[src/rtl/seq_step_fsm.sv]
// Multi-step sequencer: walks STEPS steps on per-step triggers, with a per-step
// watchdog, abort, error-clear and optional wrap-around loop mode.
module seq_step_fsm #(
  parameter int unsigned STEPS   = 4,
  parameter int unsigned TIMEOUT = 8,
  parameter int unsigned LOOP    = 0,
  localparam int unsigned SW     = (STEPS > 1) ? $clog2(STEPS) : 1,
  localparam int unsigned TW     = (TIMEOUT > 0) ? $clog2(TIMEOUT + 1) : 1
) (
  input  logic             clk,
  input  logic             rstn,
  input  logic             start,
  input  logic             abort,
  input  logic             clear,
  input  logic [STEPS-1:0] trig,
  output logic [1:0]       state,
  output logic [SW-1:0]    step,
  output logic             busy,
  output logic             done,
  output logic             err,
  output logic [SW-1:0]    err_step
);

  localparam logic [SW-1:0] LAST_STEP = SW'(STEPS - 1);
  localparam logic [TW-1:0] TIMER_MAX = TW'((TIMEOUT == 0) ? 0 : TIMEOUT - 1);
  localparam bit            WDOG_EN   = (TIMEOUT != 0);
  localparam bit            LOOP_EN   = (LOOP != 0);

  typedef enum logic [1:0] {
    ST_IDLE  = 2'd0,
    ST_RUN   = 2'd1,
    ST_ERROR = 2'd2
  } state_e;

  state_e         state_q;
  logic [SW-1:0]  step_q;
  logic [SW-1:0]  err_step_q;
  logic [TW-1:0]  timer_q;
  logic           done_q;
  logic           trig_hit_c;

  // Only the trigger bit belonging to the current step is ever examined.
  assign trig_hit_c = trig[step_q];

  // Sequencer state, step index, watchdog timer and completion/error flags.
  always_ff @(posedge clk) begin
    if (!rstn) begin
      state_q    <= ST_IDLE;
      step_q     <= '0;
      timer_q    <= '0;
      done_q     <= 1'b0;
      err_step_q <= '0;
    end else begin
      done_q <= 1'b0;
      case (state_q)
        ST_IDLE: begin
          step_q  <= '0;
          timer_q <= '0;
          if (start && !abort) begin
            state_q <= ST_RUN;
          end
        end

        ST_RUN: begin
          if (abort) begin
            state_q <= ST_IDLE;
            step_q  <= '0;
            timer_q <= '0;
          end else if (trig_hit_c) begin
            timer_q <= '0;
            if (step_q == LAST_STEP) begin
              // Final step completes: pulse done, then wrap or return to idle.
              done_q <= 1'b1;
              step_q <= '0;
              if (!LOOP_EN) begin
                state_q <= ST_IDLE;
              end
            end else begin
              step_q <= step_q + SW'(1);
            end
          end else if (WDOG_EN && (timer_q == TIMER_MAX)) begin
            state_q    <= ST_ERROR;
            err_step_q <= step_q;
            timer_q    <= '0;
          end else if (WDOG_EN) begin
            timer_q <= timer_q + TW'(1);
          end
        end

        ST_ERROR: begin
          // Failing step index is held until the error is cleared or aborted.
          if (abort || clear) begin
            state_q <= ST_IDLE;
            step_q  <= '0;
            timer_q <= '0;
          end
        end

        default: begin
          state_q <= ST_IDLE;
          step_q  <= '0;
          timer_q <= '0;
        end
      endcase
    end
  end

  assign state    = state_q;
  assign step     = step_q;
  assign busy     = (state_q == ST_RUN);
  assign err      = (state_q == ST_ERROR);
  assign done     = done_q;
  assign err_step = err_step_q;

endmodule

[config.mk]
export PLATFORM = sky130hd
export DESIGN_NAME = seq_step_fsm
export DESIGN_NICKNAME = d
export VERILOG_FILES = /design/src/rtl/seq_step_fsm.sv
export SDC_FILE = /design/constraint.sdc
export NUM_CORES = 1
export LEC_CHECK = 0
export CORE_MARGIN = 1.5
export CORE_UTILIZATION = 38
export DETAILED_ROUTE_END_ITERATION = 10
export GPL_TIMING_DRIVEN = 0
export PLACE_DENSITY = 0.71
export SYNTH_ARGS = -nofsm -noshare
export SYNTH_HDL_FRONTEND = slang
export SYNTH_SLANG_ARGS = --single-unit
export TNS_END_PERCENT = 20
[constraint.sdc]
create_clock -name clk -period 1.8 [get_ports clk]
set_input_delay 0.36 -clock clk [delete_from_list [all_inputs] [get_ports clk]]
set_output_delay 0.36 -clock clk [all_outputs]
set_load 0.005 [all_outputs]
==> impl_metrics.csv, run 1 <==
group,metric,value,unit
outcome,outcome,"complete, no violations",
power_and_ir_drop,swShare,22.3,%
routing,ant_nets,0,
routing,vias,489,
routing,wl_met1,510,um
clock_network,cts-buffers-inserted,3,
layout,diodes,0,
sta,fin_crit,1760,ps
power_and_ir_drop,power.clock.fraction,36.9,%
worst_hold_path,holdCritStartpoint,"err_step[1]",
sta,finalHoldViolations,0,
yosys,yosys_register_bits,11,
die,floorplan.core_area,1300,um2
clock_network,worstSkewPairLatency,270,ps
yosys,synth.area.top_cells,"dfxtp_1, mux2i_1, nand2_1",
worst_setup_path,end_kind,"flip-flop",
die,fp.dieH,40.4,um
layout,layout-drive-gt1-share,16.7,%
power_and_ir_drop,p_seq_share,54.4,%
yosys,syn_inst,55,
routing,route.met3.wl,83,um
die,die_area,1630,um2
yosys,ys_warn_count,0,
sta,tightest_slew,719,ps
worst_setup_path,worstSetupStartpoint,"step[0]",
placement,place_congestion,0.741,
sta,rsz0062_at_grt,"yes",
worst_setup_path,r2r_cells,5,
worst_hold_path,hold_class,"flip-flop to flip-flop",
routing,via_per_inst,5.26,
sta,finClkSkew,5.83,ps
die,io_pins,18,
power_and_ir_drop,vdd_ir_drop_max,0.000436,V
routing,wl_per_cell,12.0,um
clock_network,cts_max_level,1,
global_routing,grt_pass1_wl,1610,um
die,initial_core_util,40.8,%
power_and_ir_drop,power.density,581,nW/um2
die,rows,13,
worst_setup_path,startpoint_type,"flip-flop",
placement,io_buffers,17,
sta,max_freq,570,MHz
sta,setup_ws,44.2,ps
sta,maxSlewHeadroom,52.0,%
die,die_w,40.4,um
yosys,synth_top_area_share,41.5,%
clock_network,cts.path.max_buffers,2,
power_and_ir_drop,p_comb_share,8.7,%
sta,finalSetupTns,0,ps
yosys,postSynthAreaPerCell,9.65,um2
worst_setup_path,worstSetupPathType,"flip-flop to flip-flop",
global_routing,grt_start_max_net_pins,8,
worst_setup_path,worstPathMaxFanout,6,
routing,drt-total-wl,1120,um
sta,setup_viol_count_final,0,
power_and_ir_drop,power_switching,101,uW
power_and_ir_drop,p_leak,0.000318,uW
layout,synthToLayoutAreaGrowth,46.7,%
routing,drt-initial-drc-count,9,
power_and_ir_drop,internal_power,352,uW
clock_network,cts_tree,"done",
clock_network,cts_root_buf,"clkbuf_4",
placement,dpl_worst_slack,-469,ps
sta,min_period_over_period,97.5,%
clock_network,clkTransAtPathRegs,70,ps
routing,met2_length,520,um
routing,top_layer,"met4",
yosys,yosysSeqAreaShare,41.5,%
layout,nets,90,
global_routing,antenna_found_initial,0,
yosys,synth_top_area_cell,"dfxtp_1",
worst_setup_path,cp.arrival,1950,ps
clock_network,ctsHoldBuffers,0,
worst_setup_path,rr_startpoint,"step[0]",
routing,drtPass1Iterations,4,
flow_run,max-cap-violations,0,
worst_setup_path,cp.required,2000,ps
global_routing,first_global_vias,387,
placement,hpwl,789,um
global_routing,gr-total-overflow,0,
yosys,synth_cell_type_count,22,
global_routing,grt.total_usage,15.3,%
sta,slew_viol_final,0,
routing,drc,0,
sta,holdWs,465,ps
yosys,synth_area,531,um2
clock_network,cts_sinks,11,
worst_hold_path,timing.hold.worst_path_depth,2,
yosys,syn-num-nets,66,
-- worst paths after layout --
kind,to,slack (ps)
hold / removal,err_step[1],460
hold reg to reg,err_step[1],460
setup reg to reg,timer_q[2],40
setup / recovery,timer_q[2],40
-- power by group through the flow --
| stage | Clock, uW | Sequential [uW] | Combinational [uW] |
|---|---|---|---|
| detailed placement | 0 | 253 | 39.3 |
| global route | 183 | 247 | 43.1 |
| floorplan | 0 | 253 | 13.0 |
| global placement | 0 | 253 | 39.0 |
| CTS | 175 | 248 | 40.6 |
| finish | 167 | 246 | 39.4 |
-- layer usage --
| layer | global-route usage [%] | vias to the layer above |
|---|---|---|
| li1 | - | 245 |
| met1 | 19.4 | 226 |
| met2 | 21.8 | 16 |
| met3 | 8.33 | 2 |
| met4 | 5.00 | 0 |
| met5 | 0 | - |
-- synth_stat cells, drive strengths merged --
cell type and number:
a31oi 2, and3 1, nand2 8, nor2 5
nor3b 2, nand3b 2, o21ai 2, nor3 1
nand4 1, nor2b 3, ha 2, nand3 2
nor4b 1, mux2i 4, o21a 1, and3b 1
mux4 1, a22oi 2, inv 1, dfxtp 11
and2 2
-- cells in the final DEF, fill, tap and decap left out --
cell,instances
nor2b_1,3
o21ai_1,2
inv_1,1
nand3_1,2
and3_2,1
ha_1,2
nand4_1,1
dlymetal6s2s_1,4
nor3_1,1
a31oi_1,2
a22oi_1,2
nand3b_1,2
mux2i_1,4
clkbuf_4,3
clkinv_2,1
o21a_1,1
mux4_2,1
nor4b_4,1
and2_1,1
and2_4,1
nor3b_1,2
nand2_1,8
clkdlybuf4s50_1,13
and3b_1,1
dfxtp_2,2
dfxtp_1,8
buf_4,2
nor2_1,5
dfxtp_4,1
-- metrics by stage --
stage               instances  area [um2]  total power [uW]  utilization, %
floorplan                  55         532               266               -
global placement           87         721               292            55.4
detailed placement         87         721               293            55.4
CTS                        93         763               463            58.7
global route               93         778               472            59.8
finish                     93         778               453            59.8
-- worst max-delay path: stages, from the launching register on --
cell and delay, ps:
dfxtp_4 380, mux4_2 570, nor4b_4 330, buf_4 190, nand3b_1 70, a31oi_1 150
-- repair_timing --
action,in CTS,in global routing
pin swaps,1,3
setup buffers,2,0
setup endpoints to repair,7,10
gates resized for setup,0,7
-- cell families (layout without fill, tap and decap cells) --
| group | after synthesis | after routing | synth area share, % |
|---|---|---|---|
| mux | 5 | 5 | 11.8 |
| buf+inv | 1 | 24 | 0.707 |
| fa+ha+maj | 2 | 2 | 4.72 |
| compound gates | 7 | 7 | 8.49 |
| simple gates | 29 | 29 | 32.8 |
| flops | 11 | 11 | 41.5 |
-- final cells by class --
class	instances	area [um2]
inverter	1	3.75
timing repair buffer	19	195
clock inverter	1	5.00
fill	118	523
tap	15	18.8
multi-input combinational	43	307
clock buffer	3	22.5
sequential	11	226
-- registers in the layout, summed over array words and instances, names as in the netlist --
name / flops
step: 2
done: 1
err_step: 2
timer_q: 4
state: 2
(Power assumes the default switching activity.)
==> run 2, diff against run 1 <==
--- a/config.mk
+++ b/config.mk
@@ -5,11 +5,13 @@
 export SDC_FILE = /design/constraint.sdc
 export NUM_CORES = 1
 export LEC_CHECK = 0
+export CAP_MARGIN = 30
 export CORE_MARGIN = 1.5
 export CORE_UTILIZATION = 38
 export DETAILED_ROUTE_END_ITERATION = 10
 export GPL_TIMING_DRIVEN = 0
-export PLACE_DENSITY = 0.71
+export PLACE_DENSITY = 0.79
+export SLEW_MARGIN = 20
 export SYNTH_ARGS = -nofsm -noshare
 export SYNTH_HDL_FRONTEND = slang
 export SYNTH_SLANG_ARGS = --single-unit
==> impl_metrics.csv, run 2 (same netlist as run 1, synthesis figures left out) <==
group,metric,value,unit
placement,dpl_worst_slack,-473,ps
worst_setup_path,worst_path_dominant_cell_family,"multiplexers",
clock_network,cts_tree,"done",
routing,drt-initial-drc-count,10,
power_and_ir_drop,p_seq_share,53.6,%
worst_hold_path,holdCritStartpoint,"err_step[1]",
layout,regMostFlops,"timer_q",
clock_network,cts.path.max_buffers,2,
power_and_ir_drop,p_leak,0.000325,uW
sta,slew_viol_final,0,
layout,final_common_cell,"clkdlybuf4s50_1",
power_and_ir_drop,power_switching,103,uW
clock_network,clkTransAtPathRegs,70,ps
power_and_ir_drop,internal_power,357,uW
placement,place_congestion,0.686,
worst_setup_path,end_kind,"flip-flop",
flow_run,max-cap-violations,0,
routing,ant_nets,0,
global_routing,grt_pass1_wl,1780,um
outcome,outcome,"complete, no violations",
die,rows,13,
sta,maxSlewHeadroom,51.0,%
power_and_ir_drop,p_comb_share,9.2,%
worst_setup_path,crit_buf_inv,1,
power_and_ir_drop,vdd_ir_drop_max,0.000331,V
layout,diodes,0,
worst_setup_path,cp.required,2000,ps
clock_network,cts_root_buf,"clkbuf_4",
worst_setup_path,worstPathMaxFanout,4,
global_routing,grt_start_max_net_pins,8,
layout,utilization,60.9,%
die,initial_core_util,40.8,%
routing,via_per_inst,5.22,
clock_network,cts_sinks,11,
worst_setup_path,startpoint_type,"flip-flop",
routing,drtPass1Iterations,4,
die,fp.dieH,40.4,um
sta,setup_viol_count_final,0,
layout,layout-drive-gt1-share,17.5,%
layout,synthToLayoutAreaGrowth,49.3,%
sta,finalSetupTns,0,ps
worst_setup_path,max_stage_delay,570,ps
layout,nets,92,
sta,finalHoldViolations,0,
routing,vias,496,
clock_network,cts_max_level,1,
global_routing,grt.total_usage,17.1,%
worst_setup_path,rr_startpoint,"step[0]",
sta,tightest_slew,733,ps
die,die_area,1630,um2
global_routing,gr-total-overflow,0,
die,io_pins,18,
power_and_ir_drop,power.density,581,nW/um2
sta,finClkSkew,7.58,ps
die,die_w,40.4,um
layout,largest_register_ff_count,4,
power_and_ir_drop,swShare,22.3,%
routing,wl_per_cell,13.2,um
sta,max_freq,565,MHz
power_and_ir_drop,power.clock.fraction,37.3,%
worst_hold_path,hold_class,"flip-flop to flip-flop",
layout,fillers,123,
placement,hpwl,819,um
global_routing,first_global_vias,417,
routing,drt-total-wl,1260,um
worst_setup_path,cp.arrival,1970,ps
layout,fin_area,792,um2
clock_network,cts-buffers-inserted,3,
routing,drc,0,
clock_network,ctsHoldBuffers,0,
placement,io_buffers,17,
sta,rsz0062_at_grt,"yes",
layout,final_cell_mix,"clkdlybuf4s50_1, nand2_1, dfxtp_1, nor2_1",
die,floorplan.core_area,1300,um2
worst_setup_path,cpMaxStageDelayCell,"mux4_2",
placement,placed_area,721,um2
global_routing,antenna_found_initial,0,
sta,min_period_over_period,98.4,%
worst_setup_path,worstSetupPathType,"flip-flop to flip-flop",
sta,setup_ws,29.1,ps
worst_setup_path,cp_cell_sequence,"mux4_2 -> nor4b_4 -> buf_4 -> nand3b_1 -> a31oi_1",
sta,fin_crit,1770,ps
clock_network,worstSkewPairLatency,280,ps
worst_setup_path,worstSetupStartpoint,"step[0]",
==> run 2: changes by cell type in the layout (fill, tap and decap cells not counted) <==
cell / delta
clkbuf_1: +1
clkinv_2: -1
buf_4: +2
==> run 2: layout make-up <==
cell class,instances,area (um2),share of cell area (%)
timing repair buffer,21,210,26.5
tap,15,18.8,2.37
multi-input combinational,43,307,38.7
inverter,1,3.75,0.474
sequential,11,226,28.6
clock buffer,4,26.3,3.32
==> run 2: worst paths after layout <==
| check | endpoint | slack (ps) | depth (start not counted) |
|---|---|---|---|
| min | err_step[1] | 460 | 2 |
| max | timer_q[2] | 30 | 5 |
| max reg2reg | timer_q[2] | 30 | 5 |
| min reg2reg | err_step[1] | 460 | 2 |
==> run 2: power groups by stage <==
stage          clock network [uW]  registers (uW)  logic, uW
3_5_place_dp                    0             253       40.1
6_report                      171             246       42.1
5_1_grt                       188             247       45.6
2_1_floorplan                   0             253       13.0
3_3_place_gp                    0             253       39.0
4_1_cts                       175             247       41.6
==> run 2: stage by stage <==
| step | hold slack, ps | total power [uW] | instances |
|---|---|---|---|
| after floorplan | 451 | 266 | 55 |
| after global placement | 456 | 292 | 87 |
| after detailed placement | 448 | 293 | 87 |
| after CTS | 466 | 464 | 93 |
| after global routing | 480 | 480 | 95 |
| final | 465 | 460 | 95 |
==> run 2: metal layers <==
metal	part of all wire, %	GRT usage [%]	routed length [um]	up-vias
li1	-	-	-	246
met1	43	20.0	546	226
met2	47	26.6	593	21
met3	7.2	4.44	90	3
met4	2.1	12.5	26	0
met5	0	0	0	-
==> run 2: repair_timing <==
| action | CTS | global route |
|---|---|---|
| pin swaps | 3 | 2 |
| hold endpoints to repair | 0 | 0 |
| resized for setup | 0 | 7 |
| endpoints found under the setup margin | 9 | 10 |
| setup buffers | 2 | 2 |
==> run 2: worst reg2reg max path: cells and delay by family (launching register included) <==
| kind | cells | cell delay (ps) |
|---|---|---|
| buffers and inverters | 1 | 190 |
| muxes | 1 | 570 |
| DFF | 1 | 370 |
| and+or+nand+nor | 2 | 410 |
| AOI/OAI and AO/OA | 1 | 160 |
